[src/rtl/bin_to_bcd_4d.sv]
// Sequential shift-and-add-3 binary to packed 4-digit BCD converter, one bit per clock.
// The result register only updates on the DONE cycle so downstream display never sees scratch values.
module bin_to_bcd_4d #(
  parameter int W    = 14,
  parameter int MAXV = 9999
) (
  input  logic         clk,
  input  logic         rst_n,
  input  logic         start,
  input  logic [W-1:0] bin,
  output logic         busy,
  output logic         done,
  output logic         ovf,
  output logic [15:0]  bcd
);

  typedef enum logic [1:0] {
    IDLE  = 2'd0,
    SHIFT = 2'd1,
    DONE  = 2'd2
  } state_t;

  localparam int          CW     = $clog2(W);
  localparam logic [W-1:0] MAXV_W = W'(MAXV);

  state_t          state_r;
  logic [W-1:0]    binreg_r;
  logic [15:0]     scratch_r;
  logic [CW-1:0]   cnt_r;
  logic            ovf_lat_r;

  logic            over_s;
  logic [W-1:0]    clamped_s;
  logic [15:0]     adj_s;

  // Add 3 to each nibble >= 5; nibbles are handled independently so no carry crosses digits.
  function automatic logic [15:0] add3(input logic [15:0] s);
    logic [15:0] r;
    r = 16'h0000;
    for (int i = 0; i < 4; i++) begin
      if (s[4*i +: 4] >= 4'd5) begin
        r[4*i +: 4] = s[4*i +: 4] + 4'd3;
      end else begin
        r[4*i +: 4] = s[4*i +: 4];
      end
    end
    return r;
  endfunction

  // Zero-extended compare keeps the clamp correct for every legal W.
  assign over_s    = ({{(32-W){1'b0}}, bin} > 32'(MAXV));
  assign clamped_s = over_s ? MAXV_W : bin;
  assign adj_s     = add3(scratch_r);

  // Conversion FSM with registered outputs.
  always_ff @(posedge clk or negedge rst_n) begin
    if (!rst_n) begin
      state_r   <= IDLE;
      binreg_r  <= '0;
      scratch_r <= 16'h0000;
      cnt_r     <= '0;
      ovf_lat_r <= 1'b0;
      busy      <= 1'b0;
      done      <= 1'b0;
      ovf       <= 1'b0;
      bcd       <= 16'h0000;
    end else begin
      case (state_r)
        IDLE: begin
          done <= 1'b0;
          if (start) begin
            binreg_r  <= clamped_s;
            ovf_lat_r <= over_s;
            scratch_r <= 16'h0000;
            cnt_r     <= CW'(W-1);
            busy      <= 1'b1;
            state_r   <= SHIFT;
          end else begin
            busy    <= 1'b0;
            state_r <= IDLE;
          end
        end
        SHIFT: begin
          done      <= 1'b0;
          scratch_r <= {adj_s[14:0], binreg_r[W-1]};
          binreg_r  <= {binreg_r[W-2:0], 1'b0};
          cnt_r     <= cnt_r - CW'(1);
          if (cnt_r == CW'(0)) begin
            busy    <= 1'b0;
            state_r <= DONE;
          end else begin
            busy    <= 1'b1;
            state_r <= SHIFT;
          end
        end
        DONE: begin
          bcd  <= scratch_r;
          ovf  <= ovf_lat_r;
          done <= 1'b1;
          // A start seen here is accepted immediately, giving back-to-back throughput.
          if (start) begin
            binreg_r  <= clamped_s;
            ovf_lat_r <= over_s;
            scratch_r <= 16'h0000;
            cnt_r     <= CW'(W-1);
            busy      <= 1'b1;
            state_r   <= SHIFT;
          end else begin
            busy    <= 1'b0;
            state_r <= IDLE;
          end
        end
        default: begin
          busy    <= 1'b0;
          done    <= 1'b0;
          state_r <= IDLE;
        end
      endcase
    end
  end

endmodule

[config.mk]
export PLATFORM = sky130hd
export DESIGN_NAME = bin_to_bcd_4d
export DESIGN_NICKNAME = d
export VERILOG_FILES = /design/src/rtl/bin_to_bcd_4d.sv
export SDC_FILE = /design/constraint.sdc
export NUM_CORES = 1
export LEC_CHECK = 0
export CORE_MARGIN = 3
export CORE_UTILIZATION = 51
export CTS_BUF_LIST = sky130_fd_sc_hd__clkbuf_8
export DETAILED_ROUTE_END_ITERATION = 10
export GPL_TIMING_DRIVEN = 1
export PLACE_DENSITY_LB_ADDON = 0.05
export SETUP_SLACK_MARGIN = 0.05
export SYNTH_ARGS = -nofsm -noshare
export SYNTH_HDL_FRONTEND = slang
export SYNTH_SLANG_ARGS = --single-unit
[constraint.sdc]
create_clock -name clk -period 1.7 [get_ports clk]
set_clock_uncertainty 0.05 [all_clocks]
set_input_delay 0.255 -clock clk [delete_from_list [all_inputs] [get_ports clk]]
set_output_delay 0.255 -clock clk [all_outputs]
set_load 0.05 [all_outputs]
# Word level (Yosys, flattened, before mapping)
# Cells that the tools add are included.
# word_totals
ramBits	0
inputBits	17
latch_bits	0
rom_bits	0
reg_bits	56
n_memories	0
output_inout_bits	19
# classes
multipliers	0
reduce_logical	6
shift	0
n_bitwise	0
mux	18
eq_ne	3
n_lt_le_gt_ge	5
div_mod_pow	0
add_sub_neg	5
# ops
cell	n
16-bit case mux with 2 select lines	1
14-bit 2-to-1 mux	2
14-bit case mux with 2 select lines	1
4-bit by 3-bit greater-or-equal comparator with 1-bit output (second input constant)	4
16-bit 2-to-1 mux	1
4-bit 2-to-1 mux	4
14-bit > comparator (second input constant)	1
4-bit by 2-bit adder with 4-bit output (second input constant)	3
4-bit case mux with 2 select lines	1
4-bit zero test	1
1-bit 2-to-1 mux	4
2-bit case mux with 2 select lines	1
2-bit AND reduction	2
4-bit by 1-bit subtractor with 4-bit output (second input constant)	1
3-bit by 2-bit adder with 3-bit output (second input constant)	1
3-bit 2-to-1 mux	1
2-bit by 1-bit == test with 1-bit output (second input constant)	1
2-bit == test (second input constant)	1
2-bit zero test	1
2-bit 2-to-1 mux	1
2-bit by 1-bit inequality test with 1-bit output (second input constant)	1
1-bit case mux with 2 select lines	1
2-bit nonzero test	1
2-bit OR reduction	1

# Longest topological paths before layout
# Gate-level depths: netlist of run 1.
# depth
ltp_word	4
depth_mapped	7
depth_no_buf	6

# Worst setup path before layout of run 1
# No wires, ideal clock.
# synth_path
kind	register to register
start	reg scratch_r[12]
end	reg scratch_r[14]
path_stages_with_launch	7
slack_ps	71
path_buffers	0
setup_ps	94
required_time_ps	1556
arrival_time_ps	1485
path_cell_list	dfrtp_1 inv_1 ha_1 nand2b_1 a21oi_1 mux2_1 a221oi_2
# synth_via
elab_chain_len	3
word_cells_on_any_way	4
# synth_lines
item	line	source
start: declaration	28	logic [15:0] scratch_r;
start signal: assignment	85	scratch_r <= {adj_s[14:0], binreg_r[W-1]};
4-bit by 3-bit greater-or-equal comparator with 1-bit output / 3-bit by 2-bit adder with 3-bit output (equally long branches)	41, 42	
3-bit 2-to-1 mux (*)	41	if (s[4*i +: 4] >= 4'd5) begin
16-bit case mux with 2 select lines (*)	68	case (state_r)
# Mark *: on every way between the ends. The rest lies on a longest branch, timed or not.
# A chain may end at the register's enable or synchronous reset.

# Worst setup path after layout of run 1
# layout_path
start	reg scratch_r[5]
end	reg scratch_r[6]
# layout_via
elab_chain_len	3
word_cells_on_any_way	4
# layout_lines
item	line
4-bit by 2-bit adder with 4-bit output / 4-bit by 3-bit greater-or-equal comparator with 1-bit output (equally long branches)	42, 41
4-bit 2-to-1 mux (*)	41
16-bit case mux with 2 select lines (*)	68
# Marked as above.

==> results of run 1 <==
[cell type report]
type / count / area (um2) / share of cell area
sequential: 55 / 1380 / 0.392
clock inverter: 2 / 33.8 / 0.00961
tap: 67 / 83.8 / 0.0239
multi-input combinational: 165 / 1300 / 0.369
inverter: 16 / 60.1 / 0.0171
clock buffer: 5 / 68.8 / 0.0196
timing repair buffer: 71 / 596 / 0.169
[layer usage]
metal	up-vias	GRT usage	share of wire
li1	1023	-	-
met1	1015	0.257	0.46
met2	40	0.301	0.49
met3	5	0.0431	0.042
met4	0	0.0839	0.014
met5	-	0	0
[where the power goes]
| part | leakage [nW] | internal [mW] | switching [mW] |
|---|---|---|---|
| registers | 0.666 | 1.93 | 0.513 |
| clock network | 0.0554 | 0.426 | 0.403 |
| logic | 0.881 | 2.09 | 2.35 |
| total | 1.60 | 4.44 | 3.26 |
[tightest hold or removal path: cells and delay by family]
kind | cells | cell delay [ns]
buffers and inverters | 3 | 0.92
[state kept, by name (all words and copies together) (netlist names)]
register and flops:
ovf_lat_r 1, cnt_r 4, state_r 2, bcd 16, binreg_r 14, ovf 1
scratch_r 16, done 1
[stage by stage]
| step | hold WS (ns) | worst slack (ns) | power [mW] |
|---|---|---|---|
| global placement | 0.226 | 0.0290 | 6.10 |
| detailed placement | 0.227 | 0.000175 | 6.18 |
| CTS | 0.417 | 0.0533 | 7.18 |
| global route | 0.451 | 0.0335 | 8.26 |
| floorplan | -0.0906 | 0.0711 | 5.11 |
| finish | 0.428 | 0.0956 | 7.71 |
[what timing repair did]
action / CTS / global route
hold buffers: 1 / 0
hold endpoints to repair: 55 / 0
pin swaps: 3 / 8
setup buffers: 3 / 8
endpoints found under the setup margin: 4 / 6
gates resized for setup: 7 / 20
[final timing paths]
path,start,end,slack [ns]
max in group asynchronous,rst_n,binreg_r[7],0.93
min in group clk,bcd[2],bcd[2],0.44
worst max register to register,scratch_r[5],scratch_r[6],0.1
worst min-delay path,rst_n,bcd[0],0.43
worst max-delay path,scratch_r[5],scratch_r[6],0.1
worst min register to register,bcd[2],bcd[2],0.44
[Yosys cell counts, drive strengths merged, types with 2 or more instances]
master,count
a211oi,3
a21o,4
a21oi,21
a221o,2
a221oi,4
a31oi,3
a32o,4
and3,2
buf,11
clkbuf,2
dfrtp,55
ha,10
inv,16
mux2,9
mux2i,7
nand2,26
nand2b,7
nor2,8
nor3,3
nor3b,6
nor4,2
o21ai,19
o22ai,8
o31ai,4
xnor2,5
[kinds of logic after synthesis]
family / share of synthesized area
fa+ha+maj: 0.0463
simple gates: 0.114
flops: 0.509
compound gates: 0.193
mux: 0.0635
xor+xnor: 0.0162
buf+inv: 0.0574
==> qor.txt, run 1 <==
Outcome - complete, no violations
# DRC - 0
Actual transition at the worst max-transition pin - 0.384 ns
Leading cell type in the layout, fill and taps excluded - dfrtp_1
Starting DRT DRC Count - 156
Largest net degree at the start of global routing - 56
Synth cell types - 40
Commonest cells after routing, fill and taps aside - dfrtp_1, buf_4, nand2_1
Cts bufs inserted - 5
Worst hold path class - in -> async
Final instance area - 0.00351 mm2
Layout area overhead - 30.1%
Final Critical Period - 1.60 ns
RD Place Congestion - 0.791
Post-DRT Antenna Nets - 0
WP data arrival - 1.77 ns
Max IR drop VDD - 1.30 mV
CP delay by family, top - flip-flops
Critical path class - reg -> reg
F_max - 0.623 GHz
Fillers - 364
Slowest stage delay, CP - 0.38 ns
Tcrit/Tclk final - 0.944
Number of cells after detailed placement - 362
CTS root buf - clkbuf_8
Total clock sinks - 55
Vias in the first global route - 2,030
Port bufs - 35
Post-synth EDFFs - 0
Post-Route WL - 5700 um
CTS max path bufs - 2
Pwr Density - 2190 mW/mm2
CTS tree - done
Height of the die - 78.8 um
FFs w/ async S/R, synth - 1.00
Mapped Cells - 249
LEAKAGE - 1.60 nW
Final slew viol count - 0
Die ar. - 0.00621 mm2
Core area - 0.00491 mm2
Pre-antenna DRT Iters - 4
Dpl hpwl - 3730 um
Maxcap violations - 0
RSZ-0062 raised after global routing - true
IO Pins - 36
Non-Filler Instances - 381
Initial antenna violation count - 0
Initial core utilization - 0.550
Final net count - 341
Synthesized Nets - 276
Mean post-synth cell area - 10.8 um2
Ranking of synthesized cells by area - dfrtp_1, ha_1, mux2_1, nand2_1, a21oi_1
Cell taking the most area after synthesis - dfrtp_1
Synth Cell Area - 0.00270 mm2
Slew HR - 0.742
CP Cell Sequence - inv_2 -> ha_1 -> nand2b_4 -> a21oi_4 -> mux2_4 -> a221oi_2
Global-route wire length before repair - 9290 um
Crit path depth - 6
Slowest CP cell - dfrtp_1
Main synth FF type - dfrtp_1
Setup TNS - 0 ns
Grt ovf - 0
CP endpoint kind - flip-flop
Critical Path Fanout Max - 5
Placed Area - 0.00319 mm2
H-tree lvl count - 2
Buffer and inverter count on the worst path - 1
Share of layout cells above drive strength 1 - 0.296
Worst-Skew Late Latency - 0.31 ns
Yosys top cell area share - 0.509
Final setup fails - 0
GRT Total Usage - 0.193
N_diodes - 0
Cell Rows - 25
CP startpoint kind - flip-flop
Vias - 2,083
Die span in x - 78.8 um
Hold Fails Final Rpt - 0
Fin util - 0.716
Detailed-route wire length per cell - 14.9 um
Worst endpoint required time - 1.87 ns
Seq/Total Area, Yosys - 0.509
Reg clk slew, reported paths - 0.09 ns
Yosys reg bits - 55
Via density per instance - 5.47
Reg2reg path depth - 6
Synth warn - 0
(Power assumes the default switching activity.)
==> inputs of run 2 (changes only) <==
- CORE_UTILIZATION: 51 -> 59
- DONT_BUFFER_PORTS: not set -> 1
==> qor.txt, run 2 (synthesis results as in run 1) <==
Actual transition at the worst max-transition pin - 0.496 ns (+0.112 ns)
Post-Route WL - 5770 um (+1.3%)
Cts bufs inserted - 5 (unchanged)
Reg2reg path depth - 5 (-1)
Fillers - 274 (-25%)
Hold Fails Final Rpt - 0 (unchanged)
Final net count - 302 (-11%)
Height of the die - 73.7 um (-6.5%)
# DRC - 0 (unchanged)
CTS max path bufs - 2 (unchanged)
Share of layout cells above drive strength 1 - 0.272 (-0.0244)
CP Cell Sequence - ha_1 -> nand2b_4 -> a21oi_4 -> mux2_4 -> a221oi_2
Worst hold endpoint - binreg_r[6]
Pint - 4.04 mW (-9.2%)
Gate power share - 0.479 (-0.096)
IO Pins - 36 (unchanged)
Critical path class - reg -> reg
Core area - 0.00420 mm2 (-14%)
Slowest stage delay, CP - 0.42 ns (+0.04 ns)
Detailed-route wire length per cell - 17.7 um (+18%)
Slew HR - 0.669 (-0.0721)
Switching pwr - 3.34 mW (+2.4%)
Layout area overhead - 17.9%
Reg clk slew, reported paths - 0.10 ns (about the same)
Via density per instance - 6.14 (+12%)
Sw Share - 0.453 (+0.0296)
Starting DRT DRC Count - 112 (-28%)
Critical Path Fanout Max - 2 (-3)
F_max - 0.616 GHz (-1.1%)
Reg2reg start - scratch_r[12]
Slowest CP cell - dfrtp_1
CP endpoint kind - flip-flop
Initial antenna violation count - 0 (unchanged)
Worst-Skew Late Latency - 0.31 ns (about the same)
Final slew viol count - 0 (unchanged)
Total clock sinks - 55 (unchanged)
Global-route wire length before repair - 9310 um (+0.15%)
Vias - 2,001 (-3.9%)
Flop2flop setup slack - 0.08 ns (-0.02 ns)
Clock power share - 0.094 (-0.014)
Vias in the first global route - 2,083 (+2.6%)
Cell Rows - 23 (-8.0%)
Worst reg2reg path endpoint - scratch_r[14]
Port bufs - 0 (-100%)
WP data arrival - 1.78 ns (about the same)
Die ar. - 0.00543 mm2 (-13%)
Hold Crit Depth - 1
CP startpoint kind - flip-flop
N_diodes - 0 (unchanged)
Final instance area - 0.00318 mm2 (-9.4%)
Worst hold path class - in -> reg
Max IR drop VDD - 1.05 mV (-19%)
Final Critical Period - 1.62 ns (+0.0184 ns)
Worst endpoint required time - 1.86 ns (about the same)
RD Place Congestion - 0.844 (+6.6%)
LEAKAGE - 1.42 nW (-11%)
CTS tree - done
Post-DRT Antenna Nets - 0 (unchanged)
HP Start - bin[6]
Final setup fails - 0 (unchanged)
H-tree lvl count - 2 (unchanged)
Die span in x - 73.7 um (-6.5%)
Sequential Power Share - 0.427 (+0.110)
Largest net degree at the start of global routing - 56 (unchanged)
Pre-antenna DRT Iters - 4 (unchanged)
Grt ovf - 0 (unchanged)
Initial core utilization - 0.643 (+0.0929)
Commonest cells after routing, fill and taps aside - dfrtp_1, buf_4, nand2_1
GRT Total Usage - 0.220 (+0.0270)
Maxcap violations - 0 (unchanged)
Number of cells after detailed placement - 301 (-17%)
Outcome - complete, no violations
Largest regs - bcd (16), scratch_r (16), binreg_r (14)
RSZ-0062 raised after global routing - true
Dpl hpwl - 3950 um (+5.7%)
Tcrit/Tclk final - 0.955 (+0.0108)
Fin Hold WS - 0.0107 ns (-0.417 ns)
Non-Filler Instances - 326 (-14%)
Pwr Density - 2320 mW/mm2 (+5.6%)
Leading cell type in the layout, fill and taps excluded - dfrtp_1
CTS root buf - clkbuf_8
Placed Area - 0.00278 mm2 (-13%)
## run 2: changes by cell type in the layout (fill, tap and decap cells not counted), moves of 2 or more
cell             previous run  this run
buf_4                      52        29
clkdlybuf4s50_1            15         0
inv_1                      11         8
inv_2                       6         9
buf_12                      2         0
ha_1                        5         3
ha_4                        4         6
## run 2: metrics by stage
step                total power, mW  setup WS, ns  setup TNS, ns   util
finish                         7.38        0.0772              0  0.758
global route                   7.89      -0.00691       -0.00691  0.758
CTS                            6.79        0.0370              0  0.712
detailed placement             5.75       -0.0564         -0.139  0.662
global placement               5.50        0.0738              0  0.662
floorplan                      5.11        0.0711              0      -
## run 2: how the worst max path moves through the flow
stage | slack, ns | end | cells past startpoint | startpoint
final | 0.08 | scratch_r[14] | 5 | scratch_r[12]
after global routing | -0.007 | scratch_r[14] | 5 | scratch_r[12]
after CTS | 0.04 | scratch_r[6] | 6 | scratch_r[5]
after detailed placement | -0.06 | scratch_r[6] | 6 | scratch_r[5]
after global placement | 0.07 | scratch_r[6] | 6 | scratch_r[5]
after floorplan | 0.07 | scratch_r[14] | 6 | scratch_r[12]
## run 2: area by class of cell
| cell class | instances | area, um2 | share of cell area |
|---|---|---|---|
| sequential | 55 | 1380 | 0.432 |
| clock inverter | 3 | 16.3 | 0.00511 |
| multi-input combinational | 165 | 1330 | 0.419 |
| timing repair buffer | 32 | 267 | 0.0837 |
| inverter | 16 | 60.1 | 0.0189 |
| clock buffer | 5 | 68.8 | 0.0216 |
| tap | 50 | 62.6 | 0.0196 |
## run 2: power groups by stage
stage / Combinational [mW] / Sequential (mW) / Clock [mW]
5_1_grt: 3.90 / 3.23 / 0.763
3_3_place_gp: 2.44 / 3.06 / 0
3_5_place_dp: 2.64 / 3.11 / 0
4_1_cts: 3.00 / 3.09 / 0.705
2_1_floorplan: 2.10 / 3.01 / 0
6_report: 3.53 / 3.15 / 0.696
## run 2: routing by layer
metal	global-route usage	wire length (um)	share of wire	vias to the layer above
li1	-	-	-	942
met5	0	0	0	-
met2	0.413	3060	0.53	59
met1	0.239	2330	0.40	991
met3	0.0534	298	0.052	9
met4	0.0664	82	0.014	0
## run 2: worst max-delay path: cells and delay by family, from the launching register on
kind	cells	cell delay [ns]
AND/OR/NAND/NOR	1	0.14
multiplexers	1	0.31
flip-flops	1	0.42
adder cells (fa/ha/maj)	1	0.21
AO/OA/AOI/OAI	2	0.38
## run 2: what timing repair did
item	4_1_cts	5_1_grt
endpoints found under the hold margin	55	0
gates cloned	0	0
buffers inserted	7	9
endpoints found under the setup margin	4	5
pin swaps	6	12
resized for setup	13	24
hold buffers	2	0
==> inputs of run 3 (changes only) <==
- CORE_ASPECT_RATIO: not set -> 2
- clock period: 1.7 -> 1.4 ns (I/O delays scaled with it)
==> qor.txt, run 3 (synthesis results as in run 1) <==
Number of cells after detailed placement - 332 (+10%)
# DRC - 0 (unchanged)
Worst-Skew Late Latency - 0.32 ns (about the same)
Reg clk slew, reported paths - 0.11 ns (about the same)
H-tree lvl count - 2 (unchanged)
Slew HR - 0.658 (-0.0113)
Tcrit/Tclk final - 1.19 (+0.232)
Pwr Total - 10.7 mW (+45%)
Vias in the first global route - 2,316 (+11%)
Post-Route WL - 7460 um (+29%)
Maxcap violations - 0 (unchanged)
Worst hold path class - in -> async
Initial antenna violation count - 0 (unchanged)
Total clock sinks - 55 (unchanged)
Pre-antenna DRT Iters - 4 (unchanged)
GRT Total Usage - 0.269 (+0.0494)
Cts bufs inserted - 5 (unchanged)
Actual transition at the worst max-transition pin - 0.509 ns (+0.0135 ns)
Leading cell type in the layout, fill and taps excluded - dfrtp_1
CP startpoint kind - flip-flop
Via density per instance - 6.12 (-0.31%)
Layout area overhead - 38.8%
Hold Fails Final Rpt - 55 (+55)
Non-Filler Instances - 362 (+11%)
Vias - 2,215 (+11%)
CP endpoint kind - flip-flop
Pwr Density - 2850 mW/mm2 (+23%)
CTS root buf - clkbuf_8
F_max - 0.602 GHz (-2.3%)
LEAKAGE - 1.67 nW (+17%)
CTS tree - done
Die ar. - 0.00548 mm2 (+0.90%)
Worst endpoint required time - 1.57 ns (-0.29 ns)
Critical Path Fanout Max - 4 (+2)
IO Pins - 36 (unchanged)
Post-DRT Antenna Nets - 0 (unchanged)
N_diodes - 0 (unchanged)
Largest regs - bcd (16), scratch_r (16), binreg_r (14)
Final setup fails - 11 (+11)
RD Place Congestion - 0.758 (-10%)
Initial core utilization - 0.617 (-0.0264)
Setup WS post-layout - -0.261 ns (-0.338 ns)
Critical path class - reg -> reg
Height of the die - 102 um (+38%)
Detailed-route wire length per cell - 20.6 um (+16%)
Footprint of the multi-input gates - 0.00158 mm2 (+18%)
WP data arrival - 1.83 ns (+0.05 ns)
Dpl hpwl - 4600 um (+17%)
Max IR drop VDD - 1.84 mV (+75%)
Die span in x - 53.8 um (-27%)
Starting DRT DRC Count - 28 (-75%)
Largest net degree at the start of global routing - 56 (unchanged)
Commonest cells after routing, fill and taps aside - dfrtp_1, buf_4, nand2_1
Global-route wire length before repair - 10,700 um (+15%)
CTS max path bufs - 2 (unchanged)
Failing checks - hold timing, setup timing
Grt ovf - 0 (unchanged)
Fillers - 211 (-23%)
Cell Rows - 34 (+48%)
Pre-CTS setup slack - -0.194 ns (-0.137 ns)
Storage element area - 0.00138 mm2 (+0.18%)
Fin util - 0.856 (+0.0979)
Share of layout cells above drive strength 1 - 0.455 (+0.183)
RSZ-0062 raised after global routing - true
Final slew viol count - 0 (unchanged)
Final net count - 334 (+11%)
Fin Hold WS - -0.483 ns (-0.494 ns)
Final Critical Period - 1.66 ns (+0.0382 ns)
Port bufs - 0 (unchanged)
Core area - 0.00438 mm2 (+4.3%)
Outcome - finished, violations left
## run 3: repair_timing
action                     in CTS  in global routing
buffers inserted                9                 11
cloned                          0                  0
hold buffers                    4                  3
gates resized for setup        21                 43
hold endpoints to repair       59                 58
pin swaps                      10                 22
setup endpoints to repair      16                 32
## run 3: per-layer routing
metal	global-route usage	up-vias	share of wire
li1	-	1006	-
met1	0.272	1107	0.36
met2	0.495	71	0.56
met3	0.0442	31	0.036
met4	0.136	0	0.047
met5	0	-	0
## run 3: cell type report
cell class,instances,share of cell area
clock inverter,2,0.00434
timing repair buffer,64,0.151
inverter,16,0.0160
clock buffer,6,0.0220
sequential,55,0.368
tap,54,0.0180
multi-input combinational,165,0.421
## run 3: path summary, 6_finish.rpt
check	start	to	slack [ns]	depth (start not counted)
worst min-delay path	rst_n	bcd[0]	-0.48	0
min in group clk	bin[3]	binreg_r[3]	0.02	2
max in group asynchronous	rst_n	state_r[0]	1.68	0
worst max register to register	scratch_r[9]	scratch_r[10]	-0.26	6
worst min register to register	ovf_lat_r	ovf_lat_r	0.45	1
worst max-delay path	scratch_r[9]	scratch_r[10]	-0.26	6
## run 3: metrics by stage
stage	cell area, um2	TNS (ns)
after floorplan	2880	-0.314
after global placement	3160	-0.301
after detailed placement	3160	-0.705
after CTS	3480	-0.868
after global routing	3750	-1.90
final	3750	-1.16
## run 3: critical path, stage by stage (launching register included)
cell and delay (ns):
dfrtp_1 0.39, inv_2 0.09, ha_4 0.17, nand2b_4 0.15, a21oi_4 0.15, mux2_4 0.32, a221oi_2 0.22
## run 3: where the power goes
| group | internal (mW) | total (mW) | switching, mW | leakage [nW] |
|---|---|---|---|---|
| registers | 2.34 | 3.69 | 1.35 | 0.664 |
| clock network | 0.405 | 0.949 | 0.544 | 0.0474 |
| logic | 3.21 | 6.06 | 2.85 | 0.954 |
